File: src/rtl/prbs_pkg.sv
// Shared types and helpers for the pattern/PRBS stimulus generator.
// Holds the FSM state encoding, the LFSR tap lookup and the order legality check.
package prbs_pkg;

   typedef enum logic [1:0] {IDLE, READY, REPEAT, SCRAMBLE} prbs_state_e;

   // Second feedback tap (1-based) for each supported LFSR order; 0 marks an illegal order.
   function automatic int prbs_tap(input int order);
      case (order)
         7:       return 6;
         15:      return 14;
         23:      return 18;
         31:      return 28;
         default: return 0;
      endcase
   endfunction

   function automatic bit prbs_order_ok(input int order);
      return prbs_tap(order) != 0;
   endfunction

endpackage

File: src/rtl/prbs_lfsr_par.sv
// Unrolled Fibonacci LFSR: advances STEP_W steps in one cycle and returns the
// produced bits LSB first. Purely combinational; the state register lives in the parent.
module prbs_lfsr_par
   import prbs_pkg::*;
#(
   parameter int ORDER  = 15,
   parameter int STEP_W = 8
) (
   input  logic [ORDER-1:0]  state_i,
   output logic [ORDER-1:0]  state_o,
   output logic [STEP_W-1:0] word_o
);

   localparam int TAP = prbs_tap(ORDER);

   logic [ORDER-1:0] s;
   logic             fb;

   always_comb begin
      s      = state_i;
      fb     = 1'b0;
      word_o = '0;
      for (int i = 0; i < STEP_W; i++) begin
         fb        = s[ORDER-1] ^ s[TAP-1];
         word_o[i] = fb;
         s         = {s[ORDER-2:0], fb};
      end
      state_o = s;
   end

endmodule

File: src/rtl/prbs_pattern_gen.sv
// Captures a PAT_DEPTH-word pattern, replays it n times verbatim (flagging the last
// word), then streams it XORed with a PRBS until aborted. All outputs are registered.
module prbs_pattern_gen
   import prbs_pkg::*;
#(
   parameter int DATA_W     = 8,
   parameter int PAT_DEPTH  = 4,
   parameter int CNT_W      = 3,
   parameter int PRBS_ORDER = 15
) (
   input  logic              clk,
   input  logic              rst,
   input  logic              load_valid,
   input  logic [DATA_W-1:0] load_data,
   input  logic              start,
   input  logic [CNT_W-1:0]  n,
   input  logic              abort,
   output logic              out_valid,
   output logic [DATA_W-1:0] data_random,
   output logic              data_flag,
   output logic              busy
);

   localparam int              IDX_W    = $clog2(PAT_DEPTH);
   localparam logic [IDX_W-1:0] LAST_IDX = IDX_W'(PAT_DEPTH - 1);

   if (!prbs_order_ok(PRBS_ORDER)) begin : g_bad_order
      $error("prbs_pattern_gen: PRBS_ORDER must be 7, 15, 23 or 31");
   end

   prbs_state_e           state_q;
   logic [DATA_W-1:0]     pat_q [PAT_DEPTH];
   logic [IDX_W-1:0]      idx_q;
   logic [CNT_W-1:0]      rep_q, n_q;
   logic [PRBS_ORDER-1:0] lfsr_q;
   logic                  out_valid_q, flag_q;
   logic [DATA_W-1:0]     data_q;

   logic [IDX_W-1:0]      cur_idx, idx_d;
   logic [CNT_W-1:0]      cur_rep, cur_n, rep_d;
   logic [PRBS_ORDER-1:0] cur_lfsr, lfsr_nxt;
   logic [DATA_W-1:0]     prbs_word, data_d;
   logic                  emit_rep, emit_scr, last_word, last_rep;

   // On the start cycle the first word is produced from freshly cleared counters and
   // a reseeded LFSR, so these "current" values stand in for the registers.
   always_comb begin
      cur_idx  = idx_q;
      cur_rep  = rep_q;
      cur_n    = n_q;
      cur_lfsr = lfsr_q;
      emit_rep = 1'b0;
      emit_scr = 1'b0;
      case (state_q)
         READY: if (start) begin
            cur_idx  = '0;
            cur_rep  = '0;
            cur_n    = n;
            cur_lfsr = '1;
            emit_rep = (n != '0);
            emit_scr = (n == '0);
         end
         REPEAT:   emit_rep = !abort;
         SCRAMBLE: emit_scr = !abort;
         default: ;
      endcase
      last_word = (cur_idx == LAST_IDX);
      last_rep  = (cur_rep == cur_n - CNT_W'(1));
      idx_d     = last_word ? '0 : cur_idx + IDX_W'(1);
      rep_d     = (emit_rep && last_word) ? cur_rep + CNT_W'(1) : cur_rep;
      data_d    = '0;
      if (emit_rep)      data_d = pat_q[cur_idx];
      else if (emit_scr) data_d = pat_q[cur_idx] ^ prbs_word;
   end

   prbs_lfsr_par #(
      .ORDER  (PRBS_ORDER),
      .STEP_W (DATA_W)
   ) u_lfsr (
      .state_i (cur_lfsr),
      .state_o (lfsr_nxt),
      .word_o  (prbs_word)
   );

   always_ff @(posedge clk) begin
      if (rst) begin
         state_q     <= IDLE;
         for (int i = 0; i < PAT_DEPTH; i++) pat_q[i] <= '0;
         idx_q       <= '0;
         rep_q       <= '0;
         n_q         <= '0;
         lfsr_q      <= '1;
         out_valid_q <= 1'b0;
         flag_q      <= 1'b0;
         data_q      <= '0;
      end else begin
         out_valid_q <= emit_rep || emit_scr;
         flag_q      <= emit_rep && last_word && last_rep;
         data_q      <= data_d;
         case (state_q)
            IDLE: if (load_valid) begin
               pat_q[idx_q] <= load_data;
               idx_q        <= (idx_q == LAST_IDX) ? '0 : idx_q + IDX_W'(1);
               if (idx_q == LAST_IDX) state_q <= READY;
            end
            READY: if (start) begin
               n_q     <= n;
               state_q <= (n != '0) ? REPEAT : SCRAMBLE;
            end
            REPEAT, SCRAMBLE: if (abort) state_q <= READY;
            default: state_q <= IDLE;
         endcase
         if (emit_rep || emit_scr) begin
            idx_q  <= idx_d;
            rep_q  <= rep_d;
            lfsr_q <= emit_scr ? lfsr_nxt : cur_lfsr;
            if (emit_rep && last_word && last_rep) state_q <= SCRAMBLE;
         end
      end
   end

   assign out_valid   = out_valid_q;
   assign data_random = data_q;
   assign data_flag   = flag_q;
   assign busy        = (state_q == REPEAT) || (state_q == SCRAMBLE);

endmodule

File: config.mk
export PLATFORM = sky130hd
export DESIGN_NAME = prbs_pattern_gen
export DESIGN_NICKNAME = d
export VERILOG_FILES = /design/src/rtl/prbs_pkg.sv /design/src/rtl/prbs_lfsr_par.sv /design/src/rtl/prbs_pattern_gen.sv
export SDC_FILE = /design/constraint.sdc
export NUM_CORES = 1
export LEC_CHECK = 0
export CAP_MARGIN = 20
export CORE_AREA = 2 2 65 98
export DETAILED_ROUTE_END_ITERATION = 8
export DIE_AREA = 0 0 67 100
export PLACE_DENSITY = 0.78
export SYNTH_ARGS = -nofsm -noshare
export SYNTH_HDL_FRONTEND = slang
export SYNTH_SLANG_ARGS = --single-unit
File: constraint.sdc
create_clock -name clk -period 2.95 [get_ports clk]
set_clock_uncertainty 0.15 [all_clocks]
set_input_delay 0.4425 -clock clk [delete_from_list [all_inputs] [get_ports clk]]
set_output_delay 0.4425 -clock clk [all_outputs]
set_load 0.03 [all_outputs]
== Word-level counts from Yosys, hierarchy flattened ==
Memories as Yosys holds them, arrays and structs flattened.
Index checks and enable logic that the tools add are counted.

* Multiplexer cells: 38
* Bitwise operators: 9
* Eq/ne operators: 6
* Reduce and logical (&&, ||, !) cells: 13
* Add/sub/neg operators: 4

{| class="wikitable"
|+ Operators by type and width
! cell !! number
|-
| 15-bit two-way mux || 3
|-
| 2-bit two-way mux || 14
|-
| 8-bit two-way mux || 3
|-
| 3-bit two-way mux || 5
|-
| 1-bit two-way mux || 10
|-
| 2-bit == test, second input constant || 4
|-
| 8-bit OR reduction || 1
|-
| 1-bit XOR || 8
|-
| 8-bit XOR || 1
|-
| 2-bit one-hot mux with 3 select lines || 1
|-
| 2-bit by 1-bit adder with 2-bit output, second input constant || 2
|-
| 1-bit one-hot mux with 2 select lines || 2
|-
| 2-bit nonzero test || 2
|-
| 3-bit by 1-bit adder with 3-bit output, second input constant || 1
|-
| 3-bit == test || 1
|-
| 3-bit logical NOT || 1
|-
| 3-bit nonzero test || 1
|-
| 3-bit by 1-bit subtractor with 3-bit output, second input constant || 1
|-
| 2-bit by 1-bit == test with 1-bit output, second input constant || 1
|-
| 1-bit logical AND || 2
|-
| 2-bit logical NOT || 1
|-
| 1-bit logical OR || 2
|-
| 2-bit AND reduction || 1
|-
| 2-bit OR reduction || 1
|-
| 1-bit logical NOT || 1
|}

* Bits in writable memories: 32
* Memories kept: 1
* Input port bits: 16
* Flip-flop bits (word level): 35
* Output and inout port bits: 11

{| class="wikitable"
|+ Memories
! name !! depth !! width !! read ports !! clocked after Yosys merged registers in !! wr ports !! line !! text
|-
| pat_q || 4 || 8 || 1 || 0 || 4 || prbs_pattern_gen.sv:32 || <nowiki>logic [DATA_W-1:0] pat_q [PAT_DEPTH];</nowiki>
|}

== Logic depth before layout (Yosys ltp) ==
* Depth after elaboration: 7
* Mapped depth: 10
* Mapped depth without buffers: 9

== By module ==
A second synthesis with hierarchy kept.

* Cell total of the unflattened synthesis: 345
* Area, all modules: 3530.9 um^2

{| class="wikitable"
|+ By module, submodules not included
! module !! seq. area each (um^2) !! cells an instance !! instances !! area each (um^2)
|-
| prbs_pattern_gen || 1661.6 || 321 || 1 || 3340.7
|-
| prbs_lfsr_par || 0.0 || 24 || 1 || 190.2
|}

== Worst setup path before layout ==
Ideal clock, no wire load.

* Path type: register to register
* From: register state_q[1]
* To: register state_q[0]
* Setup slack: 0.387 ns
* Data arrival time: 2.290 ns
* Setup time: 0.123 ns
* Data required time: 2.677 ns
* Clock period less this slack: 2.563 ns
* Path buffers: 1
* Stages on the path, launching flop included: 11
* Cells stage by stage: dfxtp_1 -> inv_1 -> ha_1 -> nand2_1 -> clkbuf_1 -> mux2i_1 -> ha_1 -> xor2_1 -> a32oi_1 -> nor4_2 -> or2_2

* Cells in the longest elaborated chain, start to end: 7

{| class="wikitable"
|+ Ends and longest elaborated chain
! what !! line !! text
|-
| from (decl) || prbs_pattern_gen.sv:31 || <nowiki>prbs_state_e state_q;</nowiki>
|-
| from (signal assigned) || prbs_pattern_gen.sv:108 || <nowiki>state_q <= (n != '0) ? REPEAT : SCRAMBLE;</nowiki>
|-
| 2-bit by 1-bit == test with 1-bit output || prbs_pattern_gen.sv:54, prbs_pattern_gen.sv:100 ||
|-
| 3-bit two-way mux or 2-bit two-way mux (tied branches) || prbs_pattern_gen.sv:54 || <nowiki>case (state_q)</nowiki>
|-
| 3-bit by 1-bit subtractor with 3-bit output or 2-bit == test (tied branches) || prbs_pattern_gen.sv:68, prbs_pattern_gen.sv:67 ||
|-
| 3-bit == test or 1-bit logical AND (tied branches) || prbs_pattern_gen.sv:68, prbs_pattern_gen.sv:117 ||
|-
| 1-bit logical AND || prbs_pattern_gen.sv:117 || <nowiki>if (emit_rep && last_word && last_rep) state_q <= SCRAMBLE;</nowiki>
|-
| 2-bit two-way mux || prbs_pattern_gen.sv:117 ||
|-
| 2-bit two-way mux (*) || prbs_pattern_gen.sv:113 || <nowiki>if (emit_rep || emit_scr) begin</nowiki>
|}

Mark *: on every way between the ends. The rest lies on a longest branch, timed or not.
A chain may end at the register's enable or synchronous reset.

== Worst setup path in the final report ==
Ends and elaborated chain as after synthesis.

==> flow_summary.json <==
{
  "grt_setup_unrepaired": "false",
  "min_delay_path_depth": 2,
  "crit_cells": 9,
  "io_pins": 27,
  "setup_viol": 0,
  "pwr-share-comb_pct": 26.2,
  "nets": 378,
  "fmax_mhz": 396,
  "power_density_nw_per_um2": 685,
  "cts_resized": 0,
  "path_max_fanout": 6,
  "yosysTopAreaCellShare_pct": 29.1,
  "crit_arrival_ps": 2610,
  "power.total_mw": 2.67,
  "grt_use_total_pct": 22.4,
  "synth_edf_count": 32,
  "syn_inst": 321,
  "swShare_pct": 31.0,
  "p_switching_mw": 0.825,
  "hold_end": "n_q[2]$_SDFF_PP0_",
  "timing.final.ws_setup_ps": 424,
  "cts-root-buf": "clkbuf_8",
  "post-synth-top-count-cell": "and2_1",
  "fillCellCount": 513,
  "synthTopCellsByCount": "36 x and2_1, 35 x dfxtp_1, 32 x edfxtp_1, 28 x a21oi_1, 28 x nor2_1",
  "relSlewSlack_pct": 57.2,
  "grt_pass1_vias": 2392,
  "synth.net_count": 346,
  "peakVddDrop_uv": 419,
  "post-dp-hpwl_um": 4860,
  "r2r-end": "state_q[0]$_SDFF_PP0_",
  "avgSynthCellArea_um2": 10.3,
  "pre_cts_slack_ps": 309,
  "cp.required_ps": 3040,
  "period_needed_ps": 2530,
  "syn_area_um2": 3300,
  "layout-drive-gt1-share_pct": 10.3,
  "critPathBufInv": 1,
  "fp.dieH_um": 100,
  "synth.distinct_cells": 47,
  "leakagePower_nw": 1.47,
  "slew_viol_final": 0,
  "synth_seq_area_share_pct": 50.3,
  "cp-end-kind": "flip-flop",
  "path_delay_family": "simple AND/OR/NAND/NOR gates",
  "cts_tree": "done",
  "grt_pass1_wl_um": 11100,
  "cts_num_sinks": 67,
  "rows": 35,
  "final-hold-violation-count": 0,
  "synth-main-ff-cell": "dfxtp_1",
  "worst-r2r-setup-slack_ps": 420,
  "avgRoutedWirePerCell_um": 15.4,
  "routabilityCongestion": 0.845,
  "holdCritStartpoint": "n_q[2]$_SDFF_PP0_",
  "finalSetupTns_ps": 0,
  "reg2reg_depth": 9,
  "cts.hold.buffers_added": 0,
  "initial_core_util_pct": 55.5,
  "die-width_um": 67,
  "synth_top_area_cell": "edfxtp_1",
  "fp.dieArea_um2": 6700,
  "via_count": 2481,
  "placedInstanceArea_um2": 3670,
  "reg2reg_from": "state_q[1]$_SDFF_PP0_",
  "path_cells": "inv_1, ha_1, nand2_1, mux2i_1, ha_1, xor2_1, a32oi_1, nor4_2, or2_2",
  "p_int_mw": 1.84,
  "insertion_delay_ps": 350,
  "drc": 0,
  "clockBufferDepth": 2,
  "yosys-top-cells-area": "edfxtp_1 29%, dfxtp_1 21%, and2_1 6.8%, a21oi_1 4.2%, ha_1 3.4%",
  "clk_pin_slew_worst_paths_ps": 70,
  "max-cap-violations": 0,
  "first_pass_iters": 4,
  "min_period_over_period_pct": 85.6,
  "drt-initial-drc-count": 168,
  "ys_ff_latch": 67,
  "portBuffers": 26,
  "worst-setup-path-type": "flip-flop to flip-flop",
  "ys_warn_count": 0,
  "ys_async_sr_fraction_pct": 0,
  "pwr-share-clk_pct": 31.7,
  "fin_area_um2": 3890,
  "p_seq_share_pct": 42.1,
  "htreeDepth": 3,
  "cts_buffers": 9,
  "syn_to_final_growth_pct": 17.7,
  "grt_antenna_before_repair": 0,
  "max_stage_delay_ps": 410,
  "ant_nets": 0,
  "startpoint": "state_q[1]$_SDFF_PP0_",
  "outcome": "complete, no violations",
  "wl_um": 6650,
  "viasPerCell": 5.74,
  "cp_slowest_cell": "dfxtp_1",
  "post_cts_buffers": 0,
  "coreArea_um2": 5960,
  "antenna_cells": 0,
  "worstMarginPinSlew_ps": 637,
  "min_path_type": "flip-flop to flip-flop",
  "grt_max_degree": 30,
  "worstSetupStartpointType": "flip-flop",
  "overflow": 0,
  "worst_path_most_repeated_cell": "ha_1"
}
==> routing by layer <==
metal | track usage, % | wire, µm | vias to the layer above | share of wire (%)
met5 | 0 | 0 | - | 0
met4 | 11.8 | 174 | 0 | 2.6
met3 | 3.81 | 218 | 15 | 3.3
met2 | 39.1 | 3600 | 49 | 54
met1 | 25.4 | 2660 | 1201 | 40
li1 | - | - | 1216 | -
==> power groups by stage <==
stage / sequential, mW / clock [mW] / combinational, mW
6_report: 1.12 / 0.845 / 0.697
4_1_cts: 1.12 / 0.859 / 0.697
3_5_place_dp: 1.14 / 0 / 0.692
5_1_grt: 1.13 / 0.892 / 0.773
2_1_floorplan: 1.11 / 0 / 0.528
3_3_place_gp: 1.14 / 0 / 0.675
==> metrics by stage <==
| step | std cells | hold slack, ps | utilization [%] |
|---|---|---|---|
| finish | 432 | 337 | 65.3 |
| global route | 432 | 359 | 65.3 |
| CTS | 432 | 333 | 65.3 |
| detailed placement | 416 | 323 | 61.6 |
| global placement | 416 | 311 | 61.6 |
| floorplan | 321 | 300 | - |
==> cells in the final DEF, fill, tap and decap left out, types with 3 or more instances in the layout <==
| cell | synthesis | final |
|---|---|---|
| nand3_1 | 3 | 3 |
| o21ai_0 | 3 | 3 |
| buf_4 | 0 | 11 |
| nor2_1 | 28 | 28 |
| nand2_1 | 22 | 22 |
| mux2i_1 | 9 | 9 |
| and2_1 | 36 | 36 |
| ha_1 | 9 | 9 |
| a21oi_1 | 28 | 28 |
| o22ai_1 | 7 | 7 |
| nor2b_1 | 8 | 8 |
| edfxtp_1 | 32 | 32 |
| xnor2_1 | 10 | 10 |
| clkbuf_8 | 0 | 9 |
| xor2_1 | 11 | 11 |
| o32a_1 | 3 | 3 |
| inv_1 | 6 | 6 |
| o22a_1 | 8 | 8 |
| dfxtp_1 | 35 | 35 |
| nand2b_1 | 7 | 7 |
| clkdlybuf4s50_1 | 0 | 26 |
| or2_2 | 5 | 5 |
| o221ai_1 | 9 | 9 |
==> how the worst max path moves through the flow <==
stage                                        to  slack [ps]
after floorplan           state_q[0]$_SDFF_PP0_         390
after global placement    state_q[0]$_SDFF_PP0_         380
after detailed placement  state_q[0]$_SDFF_PP0_         310
after CTS                 state_q[0]$_SDFF_PP0_         410
after global routing      state_q[1]$_SDFF_PP0_         150
final                     state_q[0]$_SDFF_PP0_         420
==> final cells by class <==
| type | instances | area (µm²) | area share [%] |
|---|---|---|---|
| flip-flops and latches | 67 | 1660 | 42.7 |
| clock buffers | 9 | 124 | 3.18 |
| clock inverters | 7 | 98.8 | 2.54 |
| well taps | 74 | 92.6 | 2.38 |
| repair buffers | 37 | 343 | 8.81 |
| inverters | 6 | 22.5 | 0.579 |
| multi-input cells | 232 | 1550 | 39.8 |
==> state kept, by name (all words and copies together) (netlist names) <==
register	cells
state_q	2
idx_q	2
lfsr_q	15
out_valid	1
data_random	8
n_q	3
pat_q	32
rep_q	3
data_flag	1
==> tightest hold or removal path, stage by stage (launching register included) <==
cell	delay [ps]
dfxtp_1	330
nand2_1	60
a21oi_1	60
==> cell families after synthesis <==
kind of cell	after synthesis	share of synthesized area [%]
adders and majority gates	9	3.41
DFF	67	50.3
muxes	10	3.07
xor gates and xnor gates	21	5.57
AOI/OAI and AO/OA	74	15.9
buffers and inverters	22	2.88
and+or+nand+nor	118	18.9
Power figures use the tool's default switching activity.
